===== config.mk =====
export PLATFORM = sky130hd
export DESIGN_NAME = hit_resolver_flat
export DESIGN_NICKNAME = d
export VERILOG_FILES = /design/src/rtl/hit_resolver_pkg.sv /design/src/rtl/hit_resolver_if.sv /design/src/rtl/hit_resolver_stun.sv /design/src/rtl/hit_resolver.sv /design/src/flat_wrapper.sv
export SDC_FILE = /design/constraint.sdc
export NUM_CORES = 1
export LEC_CHECK = 0
export ABC_AREA = 1
export BUFFER_PORTS_ARGS = -buffer_cell sky130_fd_sc_hd__buf_2
export CAP_MARGIN = 20
export CELL_PAD_IN_SITES_DETAIL_PLACEMENT = 0
export CELL_PAD_IN_SITES_GLOBAL_PLACEMENT = 1
export CORE_UTILIZATION = 36
export DETAILED_ROUTE_END_ITERATION = 8
export PLACE_DENSITY = 0.71
export SYNTH_ARGS = -nofsm -noshare
export SYNTH_HDL_FRONTEND = slang
export SYNTH_SLANG_ARGS = --single-unit
export TNS_END_PERCENT = 20

===== constraint.sdc =====
create_clock -name clk -period 1.9 [get_ports clk]
set_clock_uncertainty 0.2 [all_clocks]
set_input_delay 0.19 -clock clk [delete_from_list [all_inputs] [get_ports clk]]
set_output_delay 0.19 -clock clk [all_outputs]
set_load 0.005 [all_outputs]

===== src/rtl/hit_resolver_pkg.sv =====
// Shared definitions for the hit resolver and the game-state FSM:
// round state encoding, health width, KO codes and saturating subtract.
package hit_resolver_pkg;

  localparam int unsigned HEALTH_W = 3;

  typedef enum logic [1:0] {
    S_DISARMED = 2'd0,
    S_ARMED    = 2'd1,
    S_KO       = 2'd2
  } state_t;

  // KO codes are {p2_ko, p1_ko}
  localparam logic [1:0] KO_NONE = 2'b00;
  localparam logic [1:0] KO_P1   = 2'b01;
  localparam logic [1:0] KO_P2   = 2'b10;
  localparam logic [1:0] KO_DRAW = 2'b11;

  // Health never wraps: any damage at or above the remaining health lands on 0
  function automatic logic [HEALTH_W-1:0] sat_sub(input logic [HEALTH_W-1:0] a,
                                                  input logic [HEALTH_W-1:0] b);
    return (b >= a) ? '0 : (a - b);
  endfunction

endpackage


===== src/rtl/hit_resolver_if.sv =====
// Bus between the game controller / hitbox logic (master) and the hit
// resolver (slave): per-frame requests in, health/stun/KO status out.
interface hit_resolver_if;
  import hit_resolver_pkg::*;

  logic                round_start;
  logic                fight_active;
  logic                p1_hit_req;
  logic                p2_hit_req;
  logic                p1_blocking;
  logic                p2_blocking;
  logic [HEALTH_W-1:0] player1_health;
  logic [HEALTH_W-1:0] player2_health;
  logic                p1_stunned;
  logic                p2_stunned;
  logic                p1_damaged;
  logic                p2_damaged;
  logic [1:0]          ko;

  modport master (
    output round_start, fight_active, p1_hit_req, p2_hit_req, p1_blocking, p2_blocking,
    input  player1_health, player2_health, p1_stunned, p2_stunned, p1_damaged, p2_damaged, ko
  );

  modport slave (
    input  round_start, fight_active, p1_hit_req, p2_hit_req, p1_blocking, p2_blocking,
    output player1_health, player2_health, p1_stunned, p2_stunned, p1_damaged, p2_damaged, ko
  );

endinterface


===== src/rtl/hit_resolver_stun.sv =====
// stun_timer: per-player invulnerability window. A load starts a
// STUN_FRAMES-cycle window beginning the cycle after the load; clear
// (round restart) cancels it.
module stun_timer #(
  parameter int unsigned STUN_W      = 6,
  parameter int unsigned STUN_FRAMES = 30
) (
  input  logic clk,
  input  logic reset,
  input  logic i_clear,
  input  logic i_load,
  output logic o_active
);

  logic [STUN_W-1:0] r_count;

  // Load on accepted hit, otherwise count down to zero and hold
  always_ff @(posedge clk) begin
    if (reset || i_clear) begin
      r_count <= '0;
    end else if (i_load) begin
      r_count <= STUN_W'(STUN_FRAMES);
    end else if (r_count != '0) begin
      r_count <= r_count - STUN_W'(1);
    end
  end

  assign o_active = (r_count != '0);

endmodule


===== src/rtl/hit_resolver.sv =====
// hit_resolver: accepts/rejects each fighter's hit request per frame, owns
// both health registers, starts stun windows and flags KO/draw.
// Optional feature macro: HIT_CHIP_DAMAGE_EN (blocked hits deal DMG_CHIP;
// when undefined a blocked hit deals no damage but still stuns).
module hit_resolver
  import hit_resolver_pkg::*;
#(
  parameter int unsigned HEALTH_MAX  = 5,
  parameter int unsigned DMG_HIT     = 2,
  parameter int unsigned DMG_CHIP    = 1,
  parameter int unsigned STUN_FRAMES = 30,
  parameter int unsigned STUN_W      = 6
) (
  input  logic           clk,
  input  logic           reset,
  hit_resolver_if.slave  bus
);

  localparam logic [HEALTH_W-1:0] L_HMAX = HEALTH_W'(HEALTH_MAX);
  localparam logic [HEALTH_W-1:0] L_HIT  = HEALTH_W'(DMG_HIT);
`ifdef HIT_CHIP_DAMAGE_EN
  localparam logic [HEALTH_W-1:0] L_BLOCKED = HEALTH_W'(DMG_CHIP);
`else
  localparam logic [HEALTH_W-1:0] L_BLOCKED = '0;
`endif

  state_t              r_state;
  logic [HEALTH_W-1:0] r_p1_health;
  logic [HEALTH_W-1:0] r_p2_health;
  logic                r_p1_damaged;
  logic                r_p2_damaged;
  logic [1:0]          r_ko;

  logic                w_p1_stunned;
  logic                w_p2_stunned;
  logic                w_open;
  logic                w_p1_acc;
  logic                w_p2_acc;
  logic [HEALTH_W-1:0] w_p1_dmg;
  logic [HEALTH_W-1:0] w_p2_dmg;
  logic [HEALTH_W-1:0] w_p1_next;
  logic [HEALTH_W-1:0] w_p2_next;

  // A hit lands only when the round is live and neither fighter is stunned;
  // round_start discards any same-cycle request
  always_comb begin
    w_open    = (r_state == S_ARMED) && !bus.round_start && bus.fight_active
                && !w_p1_stunned && !w_p2_stunned;
    w_p1_acc  = w_open && bus.p1_hit_req;
    w_p2_acc  = w_open && bus.p2_hit_req;
    w_p1_dmg  = bus.p1_blocking ? L_BLOCKED : L_HIT;
    w_p2_dmg  = bus.p2_blocking ? L_BLOCKED : L_HIT;
    w_p1_next = w_p2_acc ? sat_sub(r_p1_health, w_p1_dmg) : r_p1_health;
    w_p2_next = w_p1_acc ? sat_sub(r_p2_health, w_p2_dmg) : r_p2_health;
  end

  // Round FSM with registered health, damage pulses and KO flags
  always_ff @(posedge clk) begin
    if (reset) begin
      r_state      <= S_DISARMED;
      r_p1_health  <= L_HMAX;
      r_p2_health  <= L_HMAX;
      r_p1_damaged <= 1'b0;
      r_p2_damaged <= 1'b0;
      r_ko         <= KO_NONE;
    end else if (bus.round_start) begin
      r_state      <= S_ARMED;
      r_p1_health  <= L_HMAX;
      r_p2_health  <= L_HMAX;
      r_p1_damaged <= 1'b0;
      r_p2_damaged <= 1'b0;
      r_ko         <= KO_NONE;
    end else begin
      // Next health equals current outside S_ARMED, so the pulses stay low there
      r_p1_damaged <= (w_p1_next != r_p1_health);
      r_p2_damaged <= (w_p2_next != r_p2_health);
      if (r_state == S_ARMED) begin
        r_p1_health <= w_p1_next;
        r_p2_health <= w_p2_next;
        r_ko        <= {w_p2_next == '0, w_p1_next == '0};
        if ((w_p1_next == '0) || (w_p2_next == '0)) begin
          r_state <= S_KO;
        end
      end
    end
  end

  // P1 is stunned by P2's accepted hit and vice versa
  stun_timer #(.STUN_W(STUN_W), .STUN_FRAMES(STUN_FRAMES)) u_p1_stun (
    .clk      (clk),
    .reset    (reset),
    .i_clear  (bus.round_start),
    .i_load   (w_p2_acc),
    .o_active (w_p1_stunned)
  );

  stun_timer #(.STUN_W(STUN_W), .STUN_FRAMES(STUN_FRAMES)) u_p2_stun (
    .clk      (clk),
    .reset    (reset),
    .i_clear  (bus.round_start),
    .i_load   (w_p1_acc),
    .o_active (w_p2_stunned)
  );

  assign bus.player1_health = r_p1_health;
  assign bus.player2_health = r_p2_health;
  assign bus.p1_stunned     = w_p1_stunned;
  assign bus.p2_stunned     = w_p2_stunned;
  assign bus.p1_damaged     = r_p1_damaged;
  assign bus.p2_damaged     = r_p2_damaged;
  assign bus.ko             = r_ko;

endmodule


===== src/flat_wrapper.sv =====
// flat-port wrapper written by rule: the top's interface ports become plain ports
module hit_resolver_flat import hit_resolver_pkg::*;
#(
  parameter int unsigned HEALTH_MAX  = 5,
  parameter int unsigned DMG_HIT     = 2,
  parameter int unsigned DMG_CHIP    = 1,
  parameter int unsigned STUN_FRAMES = 30,
  parameter int unsigned STUN_W      = 6
)
  (clk, reset, bus_round_start, bus_fight_active, bus_p1_hit_req, bus_p2_hit_req, bus_p1_blocking, bus_p2_blocking, bus_player1_health, bus_player2_health, bus_p1_stunned, bus_p2_stunned, bus_p1_damaged, bus_p2_damaged, bus_ko);
  hit_resolver_if bus_i ();
  input  logic clk;
  input  logic reset;
  input wire logic [$bits(bus_i.round_start)-1:0] bus_round_start;
  input wire logic [$bits(bus_i.fight_active)-1:0] bus_fight_active;
  input wire logic [$bits(bus_i.p1_hit_req)-1:0] bus_p1_hit_req;
  input wire logic [$bits(bus_i.p2_hit_req)-1:0] bus_p2_hit_req;
  input wire logic [$bits(bus_i.p1_blocking)-1:0] bus_p1_blocking;
  input wire logic [$bits(bus_i.p2_blocking)-1:0] bus_p2_blocking;
  output wire logic [$bits(bus_i.player1_health)-1:0] bus_player1_health;
  output wire logic [$bits(bus_i.player2_health)-1:0] bus_player2_health;
  output wire logic [$bits(bus_i.p1_stunned)-1:0] bus_p1_stunned;
  output wire logic [$bits(bus_i.p2_stunned)-1:0] bus_p2_stunned;
  output wire logic [$bits(bus_i.p1_damaged)-1:0] bus_p1_damaged;
  output wire logic [$bits(bus_i.p2_damaged)-1:0] bus_p2_damaged;
  output wire logic [$bits(bus_i.ko)-1:0] bus_ko;
  assign bus_i.round_start = bus_round_start;
  assign bus_i.fight_active = bus_fight_active;
  assign bus_i.p1_hit_req = bus_p1_hit_req;
  assign bus_i.p2_hit_req = bus_p2_hit_req;
  assign bus_i.p1_blocking = bus_p1_blocking;
  assign bus_i.p2_blocking = bus_p2_blocking;
  assign bus_player1_health = bus_i.player1_health;
  assign bus_player2_health = bus_i.player2_health;
  assign bus_p1_stunned = bus_i.p1_stunned;
  assign bus_p2_stunned = bus_i.p2_stunned;
  assign bus_p1_damaged = bus_i.p1_damaged;
  assign bus_p2_damaged = bus_i.p2_damaged;
  assign bus_ko = bus_i.ko;
  hit_resolver #(.HEALTH_MAX(HEALTH_MAX), .DMG_HIT(DMG_HIT), .DMG_CHIP(DMG_CHIP), .STUN_FRAMES(STUN_FRAMES), .STUN_W(STUN_W)) u_core (.clk(clk), .reset(reset), .bus(bus_i));
endmodule

==> results of run 1 <==
## synthesized netlist by cell type (2+ instances only)
cell / n
o21ai_0: 3
nand4_1: 7
nor3_1: 2
nor2_1: 22
xor2_1: 4
dfxtp_1: 24
inv_1: 29
nand2_1: 38
a21oi_1: 14
nand3_4: 4
ha_1: 8
nor2_4: 4
nand3_1: 13
nand2_2: 3
## repair_timing
item	in CTS	in global routing
pin swaps	9	14
endpoints found under the hold margin	1	0
gates resized for setup	8	19
setup buffers	3	1
endpoints found under the setup margin	2	6
hold buffers	2	0
## routing by layer
layer  wire [um]  part of all wire [%]
met1        1520                    48
met2        1530                    48
met3          74                   2.3
met4          36                   1.1
met5           0                     0
## worst min-delay path by stage
stage	startpoint	endpoint	slack, ns	cells after the start
2_1_floorplan	reset	u_core.r_state[0]	0.06	1
3_3_place_gp	reset	u_core.r_state[0]	0.16	2
3_5_place_dp	reset	u_core.r_state[0]	0.16	2
4_1_cts	bus_p2_hit_req	u_core.u_p1_stun.r_count[1]	0.08	3
5_1_grt	bus_p2_hit_req	u_core.u_p1_stun.r_count[1]	0.07	3
6_report	bus_p2_hit_req	u_core.u_p1_stun.r_count[1]	0.05	3
## worst max-delay path: stages, from the launching register on
cell,delay [ns]
dfxtp_1,0.34
inv_2,0.08
ha_2,0.19
nand3_4,0.12
inv_2,0.14
nand3_2,0.09
nand2_1,0.10
nand2_2,0.06
buf_4,0.13
xor2_1,0.13
nor2_1,0.12
nor2_1,0.05
## cell usage in the layout (no fill, tap or decap), drive strengths merged, types with 2 or more instances in the layout
master       netlist  final
dfxtp             24     24
o21ai              4      4
xor2               4      4
ha                 8      8
dlygate4sd3        0      2
inv               30     30
nand3             17     17
nor3               2      2
a21oi             14     14
nor2              27     27
nand2             41     41
buf                0     36
clkbuf             1      4
nand4              7      7
## metrics by stage
stage | hold slack (ns) | utilization, %
2_1_floorplan | 0.0591 | -
3_3_place_gp | 0.160 | 44.3
3_5_place_dp | 0.162 | 44.3
4_1_cts | 0.0761 | 47.7
5_1_grt | 0.0694 | 49.8
6_report | 0.0516 | 49.8
## cells by family after synthesis
kind of cell	share of synthesized area (%)
compound gates	9.21
xor+xnor	3.16
fa+ha+maj	7.23
buf+inv	8.76
flops	34.7
simple gates	36.9
## layout make-up
type | instances | share of cell area (%)
multi-input cells | 132 | 47.5
repair buffers | 38 | 13.2
clock buffers | 4 | 3.00
flip-flops and latches | 24 | 26.4
inverters | 31 | 6.61
well taps | 48 | 3.27
## power groups by stage
stage	Sequential, mW	Clock [mW]	Combinational (mW)
6_report	0.715	0.348	1.52
5_1_grt	0.726	0.389	1.69
4_1_cts	0.701	0.363	1.46
3_5_place_dp	0.711	0	1.42
3_3_place_gp	0.708	0	1.41
2_1_floorplan	0.695	0	1.04
## registers in the layout, indices dropped and copies added (netlist names)
signal	cells
u_core.bus.ko	2
u_core.bus.p2_damaged	1
u_core.r_state	2
u_core.u_p1_stun.r_count	6
u_core.bus.player1_health	3
u_core.bus.player2_health	3
u_core.u_p2_stun.r_count	6
u_core.bus.p1_damaged	1
==> run_results.csv, run 1 <==
group,metric,value,unit
cts,cts_tree,"done",
layout,area_delta_synth_final,32.6,%
floorplan,die_area,4100,um^2
route,avgRoutedWirePerCell,11.4,um
worst_setup_path,r2r_slack,0.04,ns
cts,clock_path_buffers,2,
worst_setup_path,end_kind,"register",
worst_setup_path,setup.worst_path.class,"register to register",
worst_setup_path,cp.required,1.86,ns
worst_setup_path,rr_endpoint,"u_core.bus.p1_damaged",
route,drc,0,
synthesis,async_flop_share,0,%
floorplan,initial_core_util,37.6,%
synthesis,yosysTopAreaCell,"dfxtp_1",
pwr,internal-power,1.42,mW
place,dpl.cell_count,267,
floorplan,die_w,64.0,um
sta,grt_setup_unrepaired,"yes",
synthesis,syn_nets,204,
synthesis,synth_cells,188,
synthesis,synthFlopType,"dfxtp_1",
grt,grt_usage,16.4,%
layout,drive_above_1_share,34.5,%
pwr,powerDensity,1410,nW/um^2
job,maxCapViolCount,0,
status,outcome,"finished clean",
sta,finalHoldViolCount,0,
synthesis,yosysUniqueCellTypes,27,
cts,cts_sinks,24,
grt,use_met3,2.86,%
sta,worstMarginPinSlew,0.343,ns
cts,clk_latency,0.27,ns
grt,antenna_found_initial,0,
cts,root_buffer,"clkbuf_8",
layout,multiInputGateArea,872,um^2
place,io_buffers,19,
place,post-dp-hpwl,2.31,mm
worst_setup_path,r2r-start,"u_core.u_p1_stun.r_count[0]",
sta,period_share,98.0,%
place,gp_congestion,0.825,
grt,grt_util_met2,29.1,%
grt,grt_pass1_vias,1266,
pwr,power_leakage,0.849,nW
layout,diodes,0,
sta,setup_ws,0.0380,ns
cts,path_clk_slew,0.08,ns
sta,drv_slew,0,
pwr,power.total,2.59,mW
layout,n_fill_cell,379,
route,vias,1310,
cts,numCtsBuffers,3,
place,placed_cell_area,1640,um^2
grt,top_usage_layer,"met2",
sta,fmax,0.537,GHz
place,dpl_worst_slack,-0.0811,ns
synthesis,synth-seq-cells,24,
worst_hold_path,hold_class,"input port to register",
sta,relSlewSlack,76.9,%
worst_setup_path,arrival,1.82,ns
synthesis,netlist_area,1390,um^2
route,avgViaCountPerCell,4.73,
route,antenna_left,0,
synthesis,seq_area_frac_synth,34.7,%
worst_setup_path,rr_worst_depth,11,
pwr,switching_share,45.2,%
pwr,clockPowerShare,13.5,%
layout,finalNonFillerCells,277,
synthesis,synth_top_area_share,34.7,%
worst_setup_path,crit_start,"u_core.u_p1_stun.r_count[0]",
grt,grt_pass1_wl,5.32,mm
synthesis,syn_area_per_cell,7.37,um^2
cts,h-tree-depth,1,
layout,final_nets,246,
sta,setup_viol,0,
pwr,ir_worst_vdd,0.402,mV
synthesis,synth-edff-count,0,
synthesis,yosys_warnings,0,
grt,grt_start_max_net_pins,14,
grt,use_met1,19.7,%
worst_setup_path,crit_path_max_fanout,5,
route,drt-pass1-iter-count,4,
synthesis,synth_area_leaders,"dfxtp_1, nand2_1, inv_1, ha_1, nor2_1",
sta,tns,0,ns
pwr,p_switching,1.17,mW
floorplan,rows,22,
worst_setup_path,crit_end,"u_core.bus.p1_damaged",
worst_setup_path,cp-start-kind,"register",
pwr,seq_power_share,27.6,%
floorplan,fp.dieH,64.0,um
route,wirelength,3.16,mm
route,drt-initial-drc-count,53,
floorplan,core_region_area,3690,um^2
sta,finalWorstPathRequiredPeriod,1.86,ns
layout,stdcell_area,1840,um^2
grt,grt_overflow,0,
layout,seq_area,485,um^2
pwr,combPwrFrac,58.9,%
floorplan,num_io_pins,20,
No activity file was read; power rests on OpenSTA's default activity.
==> run 2: changes to the inputs <==
--- a/config.mk
+++ b/config.mk
@@ -8,11 +8,9 @@
 export ABC_AREA = 1
 export BUFFER_PORTS_ARGS = -buffer_cell sky130_fd_sc_hd__buf_2
 export CAP_MARGIN = 20
-export CELL_PAD_IN_SITES_DETAIL_PLACEMENT = 0
-export CELL_PAD_IN_SITES_GLOBAL_PLACEMENT = 1
-export CORE_UTILIZATION = 36
+export CORE_UTILIZATION = 50
 export DETAILED_ROUTE_END_ITERATION = 8
-export PLACE_DENSITY = 0.71
+export PLACE_DENSITY = 0.72
 export SYNTH_ARGS = -nofsm -noshare
 export SYNTH_HDL_FRONTEND = slang
 export SYNTH_SLANG_ARGS = --single-unit
==> run 2 against run 1 <==
Net effect: the run now ends with negative setup slack left; sequential share of layout area rose by 0.97 points; non-clock buffer count did not move; final cell count fell by 6.9%; critical path depth rose by 1; clock power fell by 37%; sequential power fell by 1%; register-to-register slack got worse by 0.04 ns; fmax fell by 2.3%; combinational power barely moved; largest power group unchanged; highest routed layer unchanged.
==> run_results.csv, run 2 (same netlist as run 1, synthesis figures left out) <==
group,metric,value,unit
layout,most-common-layout-cells,"nand2_1, inv_1, nor2_1, dfxtp_1, buf_2",
grt,grt_pass1_vias,1241,
worst_setup_path,r2r-start,"u_core.bus.player1_health[1]",
sta,fmax,0.525,GHz
cts,clock_path_buffers,2,
cts,path_clk_slew,0.12,ns
floorplan,rows,18,
route,wirelength,3.24,mm
job,maxCapViolCount,0,
grt,antenna_found_initial,0,
worst_setup_path,arrival,1.96,ns
pwr,p_switching,1.13,mW
layout,reg_top3,"u_core.u_p1_stun.r_count: 6 flops, u_core.u_p2_stun.r_count: 6 flops",
layout,final_nets,246,
grt,grt_overflow,0,
place,post-dp-hpwl,2.22,mm
status,outcome,"finished, violations left",
sta,drv_slew,0,
sta,finalWorstPathRequiredPeriod,1.91,ns
sta,relSlewSlack,76.5,%
cts,h-tree-depth,1,
grt,grt_usage,23.9,%
worst_setup_path,max_stage_delay,0.36,ns
worst_setup_path,setup.worst_path.class,"register to register",
route,wirelength_met1,1.41,mm
route,avgRoutedWirePerCell,12.6,um
pwr,seq_power_share,29.0,%
status,failed_checks,"negative setup slack",
route,antenna_left,0,
route,avgViaCountPerCell,5.20,
route,drc,0,
sta,whs,0.0379,ns
sta,period_share,100,%
worst_setup_path,path_cells,"inv_2, ha_4, ha_4, inv_1, nand2_1, a21oi_2, nand4_1, nand2_1, nor2_1, nand2_1, nand3_1, a21oi_2",
worst_setup_path,cp-start-kind,"register",
cts,root_buffer,"clkbuf_4",
worst_setup_path,crit_slowest_cell,"dfxtp_2",
floorplan,fp.dieH,54.6,um
sta,worstMarginPinSlew,0.343,ns
layout,drive_above_1_share,31.6,%
layout,stdcell_area,1770,um^2
pwr,power_leakage,0.838,nW
grt,grt_pass1_wl,5.16,mm
cts,cts_tree,"done",
floorplan,die_w,54.6,um
cts,cts_sinks,24,
route,met3WireLength,95,um
worst_setup_path,crit_start,"u_core.bus.player1_health[1]",
worst_setup_path,path_common_cell,"nand2_1",
route,routed.top_layer,"met4",
cts,clk_latency,0.31,ns
sta,tns,-0.00579,ns
sta,setup_viol,1,
floorplan,initial_core_util,54.4,%
floorplan,core_region_area,2540,um^2
floorplan,num_io_pins,20,
grt,grt_start_max_net_pins,13,
route,drt-initial-drc-count,43,
worst_setup_path,crit_path_max_fanout,3,
worst_setup_path,end_kind,"register",
route,vias,1342,
layout,final_common_cell,"nand2_1",
pwr,combPwrFrac,62.0,%
floorplan,die_area,2980,um^2
place,io_buffers,19,
cts,numCtsBuffers,3,
layout,area_delta_synth_final,27.9,%
place,placed_cell_area,1610,um^2
pwr,internal-power,1.30,mW
pwr,switching_share,46.6,%
pwr,ir_worst_vdd,1.10,mV
worst_setup_path,cp.required,1.96,ns
sta,finalHoldViolCount,0,
pwr,clockPowerShare,9.0,%
place,gp_congestion,0.834,
worst_hold_path,min_from,"bus_p2_hit_req",
sta,grt_setup_unrepaired,"yes",
layout,diodes,0,
sta,setup_ws,-0.00579,ns
pwr,powerDensity,1370,nW/um^2
worst_hold_path,hold_class,"input port to register",
route,met2_length,1.72,mm
route,drt-pass1-iter-count,4,
run 2: cell count changes in the layout (fill, tap and decap cells not counted), moves of 2 or more:
cell,previous run,this run
clkbuf_4,0,3
clkbuf_8,4,0
nand2_1,35,38
nand2_2,6,3
nand3_1,11,13
nand3_2,2,0
run 2: layout make-up:
| class | count | area (um^2) |
|---|---|---|
| Multi-Input combinational cell | 132 | 865 |
| Fill cell | 206 | 773 |
| Sequential cell | 24 | 485 |
| Timing Repair Buffer | 38 | 243 |
| Inverter | 31 | 119 |
| Tap cell | 30 | 37.5 |
| Clock buffer | 3 | 22.5 |
run 2: power by group through the flow:
stage               combinational [mW]  sequential (mW)  clock (mW)
floorplan                         1.04            0.695           0
global placement                  1.37            0.706           0
detailed placement                1.43            0.709           0
CTS                               1.45            0.697       0.229
global route                      1.69            0.719       0.248
finish                            1.51            0.705       0.219
run 2: path summary, 6_finish.rpt:
path                                               endpoint  slack (ns)  cells after the start
worst min register to register             u_core.bus.ko[0]        0.29                      2
worst max register to register            u_core.r_state[0]      -0.006                     12
worst max-delay path                      u_core.r_state[0]      -0.006                     12
worst min-delay path            u_core.u_p1_stun.r_count[1]        0.04                      3
run 2: stage by stage:
stage	power, mW	setup slack (ns)	instances	util [%]
6_report	2.43	-0.00579	258	69.6
5_1_grt	2.65	-0.101	258	69.6
4_1_cts	2.38	0.0202	258	67.5
3_5_place_dp	2.14	-0.0361	248	63.1
3_3_place_gp	2.08	0.0161	248	63.1
2_1_floorplan	1.74	0.00837	188	-
run 2: critical path: cells and delay by family (launching register included):
kind                       cells  cell delay, ns
AOI/OAI and AO/OA              2            0.26
buffers and inverters          2            0.09
DFF                            1            0.36
adders and majority gates      2            0.35
and+or+nand+nor                6            0.59
run 2: layer usage:
metal	track usage [%]	vias up
met2	41.6	26
met5	0	-
li1	-	694
met1	29.7	620
met3	5.83	2
met4	4.27	0
run 2: timing repair:
item,CTS,global route
buffers inserted,5,0
pin swaps,9,11
hold endpoints to repair,1,0
resized for setup,6,16
setup endpoints to repair,2,9
gates cloned,0,0
hold buffers,2,0
